### src/rtl/conv_pkg.sv
// Shared definitions for the convolution input loader.
//   - default sample width and memory address width
//   - shape encoding for the latched cfg_shape bit
//   - loader FSM state encoding (also exposed on the loader's state_dbg port)
package conv_pkg;

  localparam int DATA_W_DEF = 8;
  localparam int ADDR_W_DEF = 5;

  localparam logic SHAPE_FULL = 1'b0;
  localparam logic SHAPE_SAME = 1'b1;

  typedef enum logic [2:0] {
    ST_IDLE      = 3'd0,
    ST_LOAD_X    = 3'd1,
    ST_LOAD_H    = 3'd2,
    ST_START     = 3'd3,
    ST_WAIT_BUSY = 3'd4,
    ST_WAIT_DONE = 3'd5
  } loader_state_t;

endpackage

### src/rtl/conv_len_counter.sv
// Up-counter with synchronous clear and enable, plus a terminal-count flag.
// Ports:
//   clk, rst_n : clock, asynchronous active-low reset
//   clr        : synchronous clear to zero (wins over en)
//   en         : increment by one
//   len        : sequence length the counter is compared against
//   count      : current count
//   tc         : high while count == len-1, i.e. the next increment is the last
module conv_len_counter #(
  parameter int W = 6
) (
  input  logic         clk,
  input  logic         rst_n,
  input  logic         clr,
  input  logic         en,
  input  logic [W-1:0] len,
  output logic [W-1:0] count,
  output logic         tc
);

  localparam logic [W-1:0] ONE = {{(W-1){1'b0}}, 1'b1};

  // Compare count+1 against len so a zero length never underflows.
  assign tc = ((count + ONE) == len);

  always_ff @(posedge clk or negedge rst_n) begin
    if (!rst_n) begin
      count <= '0;
    end else if (clr) begin
      count <= '0;
    end else if (en) begin
      count <= count + ONE;
    end
  end

endmodule

### src/rtl/conv_input_loader.sv
// Input loader in front of the convolution FSM.
// Takes a configuration word, streams len_x samples into X memory and len_h
// coefficients into H memory, pulses start, then follows conv_busy until the
// convolution completes and pulses loader_done.
// Handshake: a transfer happens on a rising clock edge where valid and ready
// are both high; ready depends only on the loader state, never on valid.
// Ports:
//   clk, rst_n, abort            : clock, async active-low reset, sync soft clear
//   cfg_valid/cfg_ready/cfg_*    : configuration handshake; cfg_err pulses on reject
//   in_valid/in_ready/in_data    : sample stream
//   x_we/h_we/mem_addr/mem_wdata : registered memory write port (shared address)
//   len_x/len_h/len_y/shape      : latched geometry held for the datapath
//   start/conv_busy              : convolution FSM control
//   loader_busy/loader_done      : loader status
//   state_dbg                    : current loader state encoding
module conv_input_loader
  import conv_pkg::*;
#(
  parameter int DATA_W = DATA_W_DEF,
  parameter int ADDR_W = ADDR_W_DEF
) (
  input  logic              clk,
  input  logic              rst_n,
  input  logic              abort,
  input  logic              cfg_valid,
  output logic              cfg_ready,
  input  logic [ADDR_W:0]   cfg_len_x,
  input  logic [ADDR_W:0]   cfg_len_h,
  input  logic              cfg_shape,
  output logic              cfg_err,
  input  logic              in_valid,
  output logic              in_ready,
  input  logic [DATA_W-1:0] in_data,
  output logic              x_we,
  output logic              h_we,
  output logic [ADDR_W-1:0] mem_addr,
  output logic [DATA_W-1:0] mem_wdata,
  output logic [ADDR_W:0]   len_x,
  output logic [ADDR_W:0]   len_h,
  output logic [ADDR_W+1:0] len_y,
  output logic              shape,
  output logic              start,
  input  logic              conv_busy,
  output logic              loader_busy,
  output logic              loader_done,
  output logic [2:0]        state_dbg
);

  localparam int              MAX_LEN_I = 1 << ADDR_W;
  localparam logic [ADDR_W:0] MAX_LEN   = (ADDR_W+1)'(MAX_LEN_I);
  localparam logic [ADDR_W+1:0] ONE_Y   = {{(ADDR_W+1){1'b0}}, 1'b1};

  loader_state_t     state;
  logic [ADDR_W:0]   cnt;
  logic [ADDR_W:0]   cnt_len;
  logic              cnt_tc;
  logic              cnt_clr;
  logic              cnt_en;
  logic              in_load;
  logic              in_acc;
  logic              cfg_bad;
  logic              cfg_acc;
  logic [ADDR_W+1:0] len_y_next;

  assign cfg_ready   = (state == ST_IDLE);
  assign in_load     = (state == ST_LOAD_X) || (state == ST_LOAD_H);
  assign in_ready    = in_load;
  assign loader_busy = (state != ST_IDLE);
  assign state_dbg   = state;

  assign in_acc  = in_valid && in_load;
  assign cfg_bad = (cfg_len_x == '0) || (cfg_len_x > MAX_LEN) ||
                   (cfg_len_h == '0) || (cfg_len_h > MAX_LEN);
  assign cfg_acc = cfg_ready && cfg_valid && !cfg_bad;

  // Full output length needs one extra bit: 2*2**ADDR_W - 1 at most.
  assign len_y_next = (cfg_shape == SHAPE_SAME) ? {1'b0, cfg_len_x}
                    : ({1'b0, cfg_len_x} + {1'b0, cfg_len_h} - ONE_Y);

  // One counter serves both load phases; it restarts at the X->H boundary.
  assign cnt_len = (state == ST_LOAD_H) ? len_h : len_x;
  assign cnt_clr = abort || cfg_acc || ((state == ST_LOAD_X) && in_acc && cnt_tc);
  assign cnt_en  = in_acc;

  conv_len_counter #(.W(ADDR_W+1)) u_cnt (
    .clk   (clk),
    .rst_n (rst_n),
    .clr   (cnt_clr),
    .en    (cnt_en),
    .len   (cnt_len),
    .count (cnt),
    .tc    (cnt_tc)
  );

  always_ff @(posedge clk or negedge rst_n) begin
    if (!rst_n) begin
      state       <= ST_IDLE;
      cfg_err     <= 1'b0;
      x_we        <= 1'b0;
      h_we        <= 1'b0;
      mem_addr    <= '0;
      mem_wdata   <= '0;
      len_x       <= '0;
      len_h       <= '0;
      len_y       <= '0;
      shape       <= 1'b0;
      start       <= 1'b0;
      loader_done <= 1'b0;
    end else begin
      // Pulse outputs default low; abort therefore suppresses them next cycle.
      cfg_err     <= 1'b0;
      x_we        <= 1'b0;
      h_we        <= 1'b0;
      start       <= 1'b0;
      loader_done <= 1'b0;
      if (abort) begin
        state <= ST_IDLE;
      end else begin
        case (state)
          ST_IDLE: begin
            if (cfg_valid) begin
              if (cfg_bad) begin
                cfg_err <= 1'b1;
              end else begin
                len_x <= cfg_len_x;
                len_h <= cfg_len_h;
                len_y <= len_y_next;
                shape <= cfg_shape;
                state <= ST_LOAD_X;
              end
            end
          end
          ST_LOAD_X: begin
            if (in_acc) begin
              x_we      <= 1'b1;
              mem_addr  <= cnt[ADDR_W-1:0];
              mem_wdata <= in_data;
              if (cnt_tc) state <= ST_LOAD_H;
            end
          end
          ST_LOAD_H: begin
            if (in_acc) begin
              h_we      <= 1'b1;
              mem_addr  <= cnt[ADDR_W-1:0];
              mem_wdata <= in_data;
              if (cnt_tc) begin
                // start lands in the same cycle as the last H write.
                start <= 1'b1;
                state <= ST_START;
              end
            end
          end
          ST_START: begin
            state <= ST_WAIT_BUSY;
          end
          ST_WAIT_BUSY: begin
            if (conv_busy) state <= ST_WAIT_DONE;
          end
          ST_WAIT_DONE: begin
            if (!conv_busy) begin
              loader_done <= 1'b1;
              state       <= ST_IDLE;
            end
          end
          default: state <= ST_IDLE;
        endcase
      end
    end
  end

endmodule

### config.mk
export PLATFORM = sky130hd
export DESIGN_NAME = conv_input_loader
export DESIGN_NICKNAME = d
export VERILOG_FILES = /design/src/rtl/conv_pkg.sv /design/src/rtl/conv_len_counter.sv /design/src/rtl/conv_input_loader.sv
export SDC_FILE = /design/constraint.sdc
export NUM_CORES = 1
export LEC_CHECK = 0
export ABC_AREA = 1
export BUFFER_PORTS_ARGS = -buffer_cell sky130_fd_sc_hd__buf_2
export CORE_MARGIN = 8
export CORE_UTILIZATION = 26
export DETAILED_ROUTE_END_ITERATION = 12
export PLACE_DENSITY = 0.5
export SYNTH_ARGS = -nofsm -noshare
export SYNTH_HDL_FRONTEND = slang
export SYNTH_SLANG_ARGS = --single-unit
### constraint.sdc
create_clock -name clk -period 1.8 [get_ports clk]
set_input_delay 0.27 -clock clk [delete_from_list [all_inputs] [get_ports clk]]
set_output_delay 0.27 -clock clk [all_outputs]
set_load 0.005 [all_outputs]
Yosys cells after proc, flatten, opt, wreduce, memory -nomap -nowiden --
Index checks and enable logic that the tools add are counted.
Operators by class: $mul 0, reduce and logical (&&, ||, !) cells 21, muxes and demuxes 30, magnitude comparators 2, shift operators 0, bitwise gates (word level) 2, equality and inequality tests 14, add/subtract/negate cells 3, divide/modulo/power cells 0
Operators with widths (number):
- two-way mux 3 bit | 9
- != test 3 bit, second input constant | 8
- two-way mux 6 bit | 3
- case mux 3 bit (6 select lines) | 1
- two-way mux 1 bit | 16
- > comparator 6 bit, second input constant | 2
- logical NOT 6 bit | 2
- AND reduction 8 bit | 1
- adder 6 x 6 -> 7 bit | 1
- two-way mux 7 bit | 1
- subtractor 7 x 1 -> 7 bit, second input constant | 1
- adder 6 x 1 -> 6 bit, second input constant | 1
- == test 3 x 2 -> 1 bit, second input constant | 2
- == test 3 bit, second input constant | 2
- == test 6 bit | 1
- logical OR 1 bit | 6
- logical AND 1 bit | 5
- AND reduction 4 bit | 1
- == test 3 x 1 -> 1 bit, second input constant | 1
- logical NOT 3 bit | 1
- AND reduction 3 bit | 1
- nonzero test 3 bit | 1
- NOT 1 bit | 2
- nonzero test 2 bit | 1
- 2 further kinds | 2
Word-level totals: memory bits (writable) 0, output and inout bits 44, bits in read-only memories 0, bits of input ports 27, bits in latches 0, memories kept 0, bits in registers 47

Longest topological paths before layout --
Gate-level depths: netlist of the first run.
word-level depth 9, gate-level depth with buffers 13, depth with buffers taken out 13

Hierarchy --
From an unflattened synthesis of the first run, not the netlist that was laid out.
Second synthesis, totals: cells, all modules 382, area, all modules 2825.2 µm²
By module, submodules not included:
- conv_input_loader | cells an instance 310, instances 1, seq. area each 1026.0 µm², area each 2358.5 µm²
- conv_len_counter | cells an instance 72, instances 1, seq. area each 150.1 µm², area each 466.7 µm²

Worst setup path after synthesis of the first run --
No wires, ideal clock.
path type input-to-reg, start point input cfg_len_x[3], end point register len_y[6], stages on the path 11, required time 1.676 ns, path buffers 0, arrival 1.606 ns, slack 0.070 ns, path through inv_1 -> ha_1 -> inv_1 -> ha_1 -> a21oi_1 -> nand2_1 -> a21oi_1 -> nor2_1 -> nor2_1 -> xor2_1 -> o21ai_1
Between the ends: longest elaborated chain between the ends 6, elaborated cells on any way between the ends 10, classes of those cells 2 x add/sub; 1 x order compare; 1 x mux; 1 x bitwise; 5 x reduce/logical
RTL lines:
- start, declared | line conv_input_loader.sv:27 | input logic [ADDR_W:0] cfg_len_x,
- branches (longest 6 deep; another with adder 6 x 6 -> 7 bit)
- end signal, assigned | line conv_input_loader.sv:127 | len_y <= len_y_next;
- end, declared | line conv_input_loader.sv:40 | output logic [ADDR_W+1:0] len_y,
Parallel ways; which one is timed is not known. A chain may end at the register's enable or synchronous reset.

Worst setup path in the final report of the first run --
start point register state[1], in the netlist state_dbg[1], end point register u_cnt.count[2]
Between the ends: longest elaborated chain between the ends 7, elaborated cells on any way between the ends 15, classes of those cells 3 x eq/ne; 2 x mux; 10 x reduce/logical
RTL lines:
- start, declared | line conv_input_loader.sv:53 | loader_state_t state;
- start signal, assigned | line conv_input_loader.sv:97 | state <= ST_IDLE;
- start signal, assigned | line conv_input_loader.sv:117 | state <= ST_IDLE;
- start signal, assigned | line conv_input_loader.sv:129 | state <= ST_LOAD_X;
- branches (longest 7 deep; another with two-way mux 6 bit)
- end signal, assigned | line conv_len_counter.sv:32 | count <= count + ONE;
- end, declared | line conv_len_counter.sv:17 | output logic [W-1:0] count,
Parallel ways; which one is timed is not known.

==> results of run 1 <==
[stage by stage]
stage | TNS, ps | setup WS (ps) | total power, W | area (µm²)
6_report | 0 | 85.0 | 0.00466 | 3690
3_3_place_gp | -204 | -112 | 0.00383 | 3450
4_1_cts | 0 | 10.9 | 0.00450 | 3540
2_1_floorplan | 0 | 69.9 | 0.00287 | 2730
5_1_grt | -178 | -42.3 | 0.00513 | 3690
3_5_place_dp | -378 | -134 | 0.00384 | 3450
[power groups by stage]
| stage | sequential (W) | clock [W] | combinational [W] |
|---|---|---|---|
| final | 0.00168 | 0.000625 | 0.00236 |
| after global routing | 0.00174 | 0.000701 | 0.00269 |
| after CTS | 0.00169 | 0.000657 | 0.00215 |
| after detailed placement | 0.00171 | 0 | 0.00214 |
| after global placement | 0.00171 | 0 | 0.00212 |
| after floorplan | 0.00170 | 0 | 0.00117 |
[registers in the layout (all words and copies together), names as in the netlist]
| name | count |
|---|---|
| loader_done | 1 |
| mem_wdata | 8 |
| len_y | 7 |
| x_we | 1 |
| len_h | 6 |
| len_x | 6 |
| shape | 1 |
| start | 1 |
| state_dbg | 3 |
| cfg_err | 1 |
| mem_addr | 5 |
| u_cnt.count | 6 |
| h_we | 1 |
[critical path: cells and delay by family, from the launching register on]
kind / cells / cell delay, ps
buffers and inverters: 1 / 140
and+or+nand+nor: 9 / 740
DFF: 1 / 470
AOI/OAI and AO/OA: 1 / 240
[Yosys cell counts (4+ instances only)]
| master | n | share of area [%] |
|---|---|---|
| ha_1 | 12 | 5.5 |
| dfrtp_1 | 47 | 43 |
| xor2_1 | 7 | 2.2 |
| nand2_1 | 112 | 15 |
| nand3_1 | 21 | 3.9 |
| nor2_2 | 4 | 0.92 |
| nor2_1 | 18 | 2.5 |
| inv_2 | 4 | 0.55 |
| buf_6 | 5 | 2.1 |
| inv_1 | 51 | 7.0 |
| o211ai_1 | 6 | 1.7 |
| a21oi_1 | 9 | 1.7 |
| o21ai_0 | 21 | 3.9 |
| nand4_1 | 8 | 1.8 |
[per-layer routing]
metal | vias up | wire length (µm)
met3 | 5 | 580
met1 | 1156 | 3590
met4 | 0 | 49
met5 | - | 0
met2 | 66 | 3740
li1 | 1316 | -
[cells by family after synthesis]
logic type	Yosys count	share of synthesized area [%]
buffers and inverters	62	10.1
XOR/XNOR	10	3.21
AND/OR/NAND/NOR	175	28.5
adder cells (fa/ha/maj)	13	6.24
flip-flops	47	43.1
AO/OA/AOI/OAI	41	8.86
[repair_timing]
item | CTS | global route
cloned | 0 | 1
setup buffers | 0 | 8
endpoints found under the hold margin | 47 | 0
pin swaps | 0 | 10
gates resized for setup | 1 | 29
hold buffers | 1 | 0
endpoints found under the setup margin | 7 | 12
[path summary, 6_finish.rpt]
kind,to
setup / recovery,u_cnt.count[2]$_DFFE_PN0P_
hold / removal,mem_wdata[3]$_DFFE_PN0P_
setup reg to reg,u_cnt.count[2]$_DFFE_PN0P_
hold reg to reg,mem_wdata[5]$_DFFE_PN0P_
max in group asynchronous,u_cnt.count[2]$_DFFE_PN0P_
min in group asynchronous,len_y[4]$_DFFE_PN0P_
[area by class of cell]
type | count | area share, %
inverters | 56 | 5.79
clock buffers | 7 | 2.07
repair buffers | 112 | 19.4
well taps | 136 | 4.61
flip-flops and latches | 47 | 31.9
clock inverters | 1 | 0.135
multi-input cells | 239 | 36.1
==> results.tsv, run 1 <==
stage	metric	value	unit
status	status	complete, no violations	
cts	clock_tree_from_tritoncts	yes	
place	dp_hpwl	6310	µm
global_route	first_pass_grt_wire_length	13000	µm
layout	ff_latch_area	1180	µm²
synthesis	synth-seq-area-share	43.1	%
worst_setup_path	path_max_fanout	7	
global_route	first_global_vias	2588	
worst_setup_path	timing.critical_path.from_type	register	
power_and_ir_drop	ir_drop	407	µV
job	cap_violations	0	
worst_setup_path	timing.critical_path.required	1980	ps
worst_setup_path	crit_top_cell	nand2_1	
worst_setup_path	worstRegToRegCells	11	
floorplan	start_util	26.5	%
floorplan	die_y	118	µm
synthesis	asyncSetResetFlopFracSynth	100	%
worst_setup_path	critPathLaunch	state_dbg[1]$_DFFE_PN0P_	
sta	worst_slew_pin_slew	314	ps
sta	hold_ws	164	ps
drt	num_vias	2543	
global_route	grt_use_met3	4.00	%
global_route	pin_count_of_the_biggest_net_entering_global_routing	48	
sta	maxClockFrequency	0.583	GHz
sta	final.period_utilization	95.3	%
power_and_ir_drop	p_leak	1.98	nW
cts	tritoncts_num_sinks	47	
synthesis	synth_fp_nets	388	
synthesis	post_synthesis_instance_total	348	
synthesis	synth_flop_cell	dfrtp_1	
drt	via_per_inst	4.25	
synthesis	synth_edf_count	0	
power_and_ir_drop	netSwitchingPower	0.00186	W
sta	setup_violations	0	
worst_setup_path	cpPeakStageDelay	470	ps
floorplan	count_of_boundary_i_o_pins	71	
drt	routed_wl	7950	µm
power_and_ir_drop	pwr_density	1260	nW/µm²
power_and_ir_drop	clkPwrFrac	13.4	%
power_and_ir_drop	switching_share	40.0	%
worst_setup_path	worst_setup_path_end_kind	register	
cts	clock_insertion_delay_worst_skew	300	ps
cts	cts-buffers-inserted	5	
drt	route.detailed.wl_per_inst	13.3	µm
worst_setup_path	critPathArrivalTime	1900	ps
floorplan	core-area	10300	µm²
layout	finish.net_count	501	
place	globalplace.congestion	0.866	
sta	maxSlewViolCount	0	
floorplan	row_count	37	
global_route	busiest_layer	met2	
floorplan	die_width	118	µm
worst_setup_path	worstReg2RegStart	state_dbg[1]$_DFFE_PN0P_	
sta	grt_setup_unrepaired	yes	
layout	leading_cell_type_in_the_layout_fill_and_taps_excluded	nand2_1	
synthesis	post_synth_num_cell_types	29	
layout	final_layout_size_suffix_gt1_share	33.5	%
power_and_ir_drop	cellInternalPower	0.00280	W
hold_path	hold_path_class	in2reg	
hold_path	hold_depth	3	
layout	areaGrowthSynthToFinish	35.5	%
global_route	grt_antenna_before_repair	0	
place	placement.io_buffers	70	
power_and_ir_drop	part_of_the_total_power_dissipated_in_sequential_elements	36.1	%
global_route	gr_layer_usage_met1	13.6	%
worst_setup_path	worstPathCellList	nand3_4, buf_6, nand2_1, nand2_1, nand2_1, nand2_1, nand2_1, nor2_2, nand2_2, o21bai_4, nor2_1	
sta	fin_skew	8.55	ps
cts	clock_tree.htree_level_count	2	
layout	final.fill_count	1115	
sta	slew-limit-headroom	78.8	%
global_route	globalRoute.totalOverflow	0	
sta	hold_viol	0	
sta	finalCriticalPeriod	1710	ps
synthesis	yosysWarnings	0	
layout	layout_common_cells	nand2_1 (106), buf_2 (70), inv_1 (47)	
synthesis	synth-seq-cells	47	
worst_setup_path	r2r_setup_slack	90	ps
cts	clkTransAtPathRegs	90	ps
drt	drt_drc_violations_left	0	
drt	initialDrtViolationCount	95	
floorplan	design.die.area	14000	µm²
layout	multi_input_area	1340	µm²
global_route	groute.usage.overall	11.3	%
drt	drt_pre_antenna_iters	4	
worst_setup_path	worst_path_max_delay_cell	dfrtp_2	
layout	finish.cell_count_without_fillers	598	
cts	cts.root.buffer_cell	clkbuf_8	
power_and_ir_drop	power_frac_comb	50.6	%
worst_setup_path	setup.worst_path.class	reg2reg	
layout	count_of_antenna_diodes_in_the_layout	0	
place	numPlacedInstances	580	
synthesis	syn_area_per_cell	7.83	µm²
drt	ant_nets	0	
layout	final_design_utilization	36.0	%
global_route	met2_use_gr	19.0	%
cts	clockBufferDepth	2	
synthesis	synth.cell_area	2730	µm²
hold_path	timing.hold.worst.start	in_data[3]	
(Power assumes the default switching activity.)
==> inputs of run 2 (changes only) <==
Settings changed: REMOVE_ABC_BUFFERS from default to 1.
==> results.tsv, run 2 (synthesis gave the netlist of run 1 again) <==
stage	metric	value	unit	change
power_and_ir_drop	switching_share	41.1	%	+1.1 points
sta	maxSlewViolCount	0		unchanged
worst_setup_path	path_max_fanout	6		-1
drt	drt_pre_antenna_iters	4		unchanged
layout	final_layout_size_suffix_gt1_share	31.7	%	-1.8 points
floorplan	count_of_boundary_i_o_pins	71		unchanged
global_route	first_global_vias	2484		-4.0%
power_and_ir_drop	clkPwrFrac	13.9	%	+0.5 points
layout	largestRegisters	mem_wdata (8), len_y (7)		
drt	routed_wl	7510	µm	-5.5%
place	dp_hpwl	5950	µm	-5.7%
global_route	grt_antenna_before_repair	0		unchanged
sta	maxClockFrequency	0.601	GHz	+3.1%
cts	cts.root.buffer_cell	clkbuf_8		
cts	hold_buffers	0		-1
power_and_ir_drop	p_leak	1.95	nW	-1.6%
floorplan	die_width	118	µm	unchanged
sta	final.period_utilization	92.4	%	-2.9 points
sta	slew-limit-headroom	59.7	%	-19 points
layout	count_of_antenna_diodes_in_the_layout	0		unchanged
power_and_ir_drop	cellInternalPower	0.00268	W	-4.3%
drt	drt_drc_violations_left	0		unchanged
power_and_ir_drop	power_frac_comb	48.9	%	-1.7 points
power_and_ir_drop	part_of_the_total_power_dissipated_in_sequential_elements	37.2	%	+1.1 points
place	dp_slack	-129	ps	+4.48 ps
drt	initialDrtViolationCount	90		-5.3%
place	globalplace.congestion	0.847		-2.3%
worst_setup_path	timing.critical_path.required	1990	ps	about the same
global_route	globalRoute.totalOverflow	0		unchanged
drt	num_vias	2507		-1.4%
cts	tritoncts_num_sinks	47		unchanged
worst_setup_path	worst_setup_path_end_kind	register		
worst_setup_path	setup.worst_path.class	reg2reg		
floorplan	core-area	10300	µm²	unchanged
layout	largest_register_ffs	8		unchanged
sta	hold_viol	0		unchanged
cts	clock_tree_from_tritoncts	yes		
power_and_ir_drop	ir_drop	373	µV	-8.3%
global_route	groute.usage.overall	10.7	%	-0.59 points
worst_setup_path	r2r_setup_slack	140	ps	+50 ps
power_and_ir_drop	netSwitchingPower	0.00187	W	+0.34%
layout	layout_common_cells	nand2_1 (109), buf_2 (70), inv_1 (50)		
sta	tns	0	ps	unchanged
floorplan	start_util	26.5	%	unchanged
layout	largest_register	mem_wdata		
worst_setup_path	timing.critical_path.from_type	register		
sta	finalCriticalPeriod	1660	ps	-51.9 ps
hold_path	hold_path_class	in2async		
floorplan	row_count	37		unchanged
layout	final.fill_count	1122		+0.63%
layout	multi_input_area	1360	µm²	+1.8%
cts	cts-buffers-inserted	5		unchanged
status	status	complete, no violations		
floorplan	die_y	118	µm	unchanged
worst_setup_path	critPathArrivalTime	1850	ps	-50 ps
cts	clkTransAtPathRegs	90	ps	about the same
sta	worst_slew_pin_slew	604	ps	+290 ps
power_and_ir_drop	total_power	0.00455	W	-2.5%
sta	fin_skew	10.7	ps	+2.18 ps
layout	areaGrowthSynthToFinish	33.1	%	
drt	via_per_inst	4.25		about the same
layout	leading_cell_type_in_the_layout_fill_and_taps_excluded	nand2_1		
cts	clock_insertion_delay_worst_skew	310	ps	about the same
cts	clockBufferDepth	2		unchanged
layout	finish.net_count	493		-1.6%
drt	ant_nets	0		unchanged
sta	setup_violations	0		unchanged
cts	clock_tree.htree_level_count	2		unchanged
global_route	pin_count_of_the_biggest_net_entering_global_routing	48		unchanged
place	placement.io_buffers	70		unchanged
sta	final_worst_path_setup_slack	137	ps	+51.9 ps
drt	route.detailed.wl_per_inst	12.7	µm	-4.3%
layout	final_design_utilization	35.3	%	-0.65 points
floorplan	design.die.area	14000	µm²	unchanged
layout	ff_latch_area	1180	µm²	unchanged
power_and_ir_drop	pwr_density	1250	nW/µm²	-0.67%
job	cap_violations	0		unchanged
global_route	first_pass_grt_wire_length	12500	µm	-4.1%
[run 2: final cells by class]
cell class,instances,area share (%)
well taps,136,4.69
inverters,56,5.90
clock inverters,3,0.414
flip-flops and latches,47,32.5
multi-input cells,240,37.4
clock buffers,5,1.90
repair buffers,103,17.2
[run 2: worst paths after layout]
kind	startpoint	end	depth (start not counted)
max	state_dbg[1]$_DFFE_PN0P_	u_cnt.count[5]$_DFFE_PN0P_	11
min	rst_n	mem_wdata[7]$_DFFE_PN0P_	2
max reg2reg	state_dbg[1]$_DFFE_PN0P_	u_cnt.count[5]$_DFFE_PN0P_	11
min reg2reg	mem_wdata[0]$_DFFE_PN0P_	mem_wdata[0]$_DFFE_PN0P_	2
max in group asynchronous	rst_n	u_cnt.count[2]$_DFFE_PN0P_	2
min in group clk	in_data[6]	mem_wdata[6]$_DFFE_PN0P_	3
[run 2: routing by layer]
metal	global-route usage (%)	vias to the layer above	share of wire, %	wire length, µm
li1	-	1308	-	-
met1	13.7	1123	47	3570
met2	17.0	68	46	3420
met3	3.57	8	5.9	441
met4	2.61	0	1.1	82
met5	0	-	0	0
[run 2: critical path: stages, from the launching register on]
cell	delay (ps)
dfrtp_2	480
buf_4	160
nand3_2	110
nand2_1	60
nand2_1	80
inv_1	40
nand2_1	60
nand2_1	80
nor2_4	110
nand2_2	90
o21bai_4	210
nor2_1	70
[run 2: repair_timing]
action	CTS	global route
hold endpoints to repair	0	0
setup buffers	0	9
gates resized for setup	0	20
endpoints found under the setup margin	0	22
[run 2: stage by stage]
step,hold slack [ps],std cells,instance area (µm²)
after detailed placement,419,572,3380
after global routing,107,590,3630
after global placement,417,572,3380
after floorplan,-25.6,342,2660
after CTS,80.5,580,3460
final,52.0,590,3630
[run 2: power by group through the flow]
stage                     combinational (W)  clock [W]  sequential, W
after global placement              0.00201          0        0.00171
after detailed placement            0.00203          0        0.00171
after global routing                0.00254   0.000706        0.00175
after floorplan                     0.00107          0        0.00171
final                               0.00222   0.000634        0.00169
after CTS                           0.00203   0.000657        0.00169
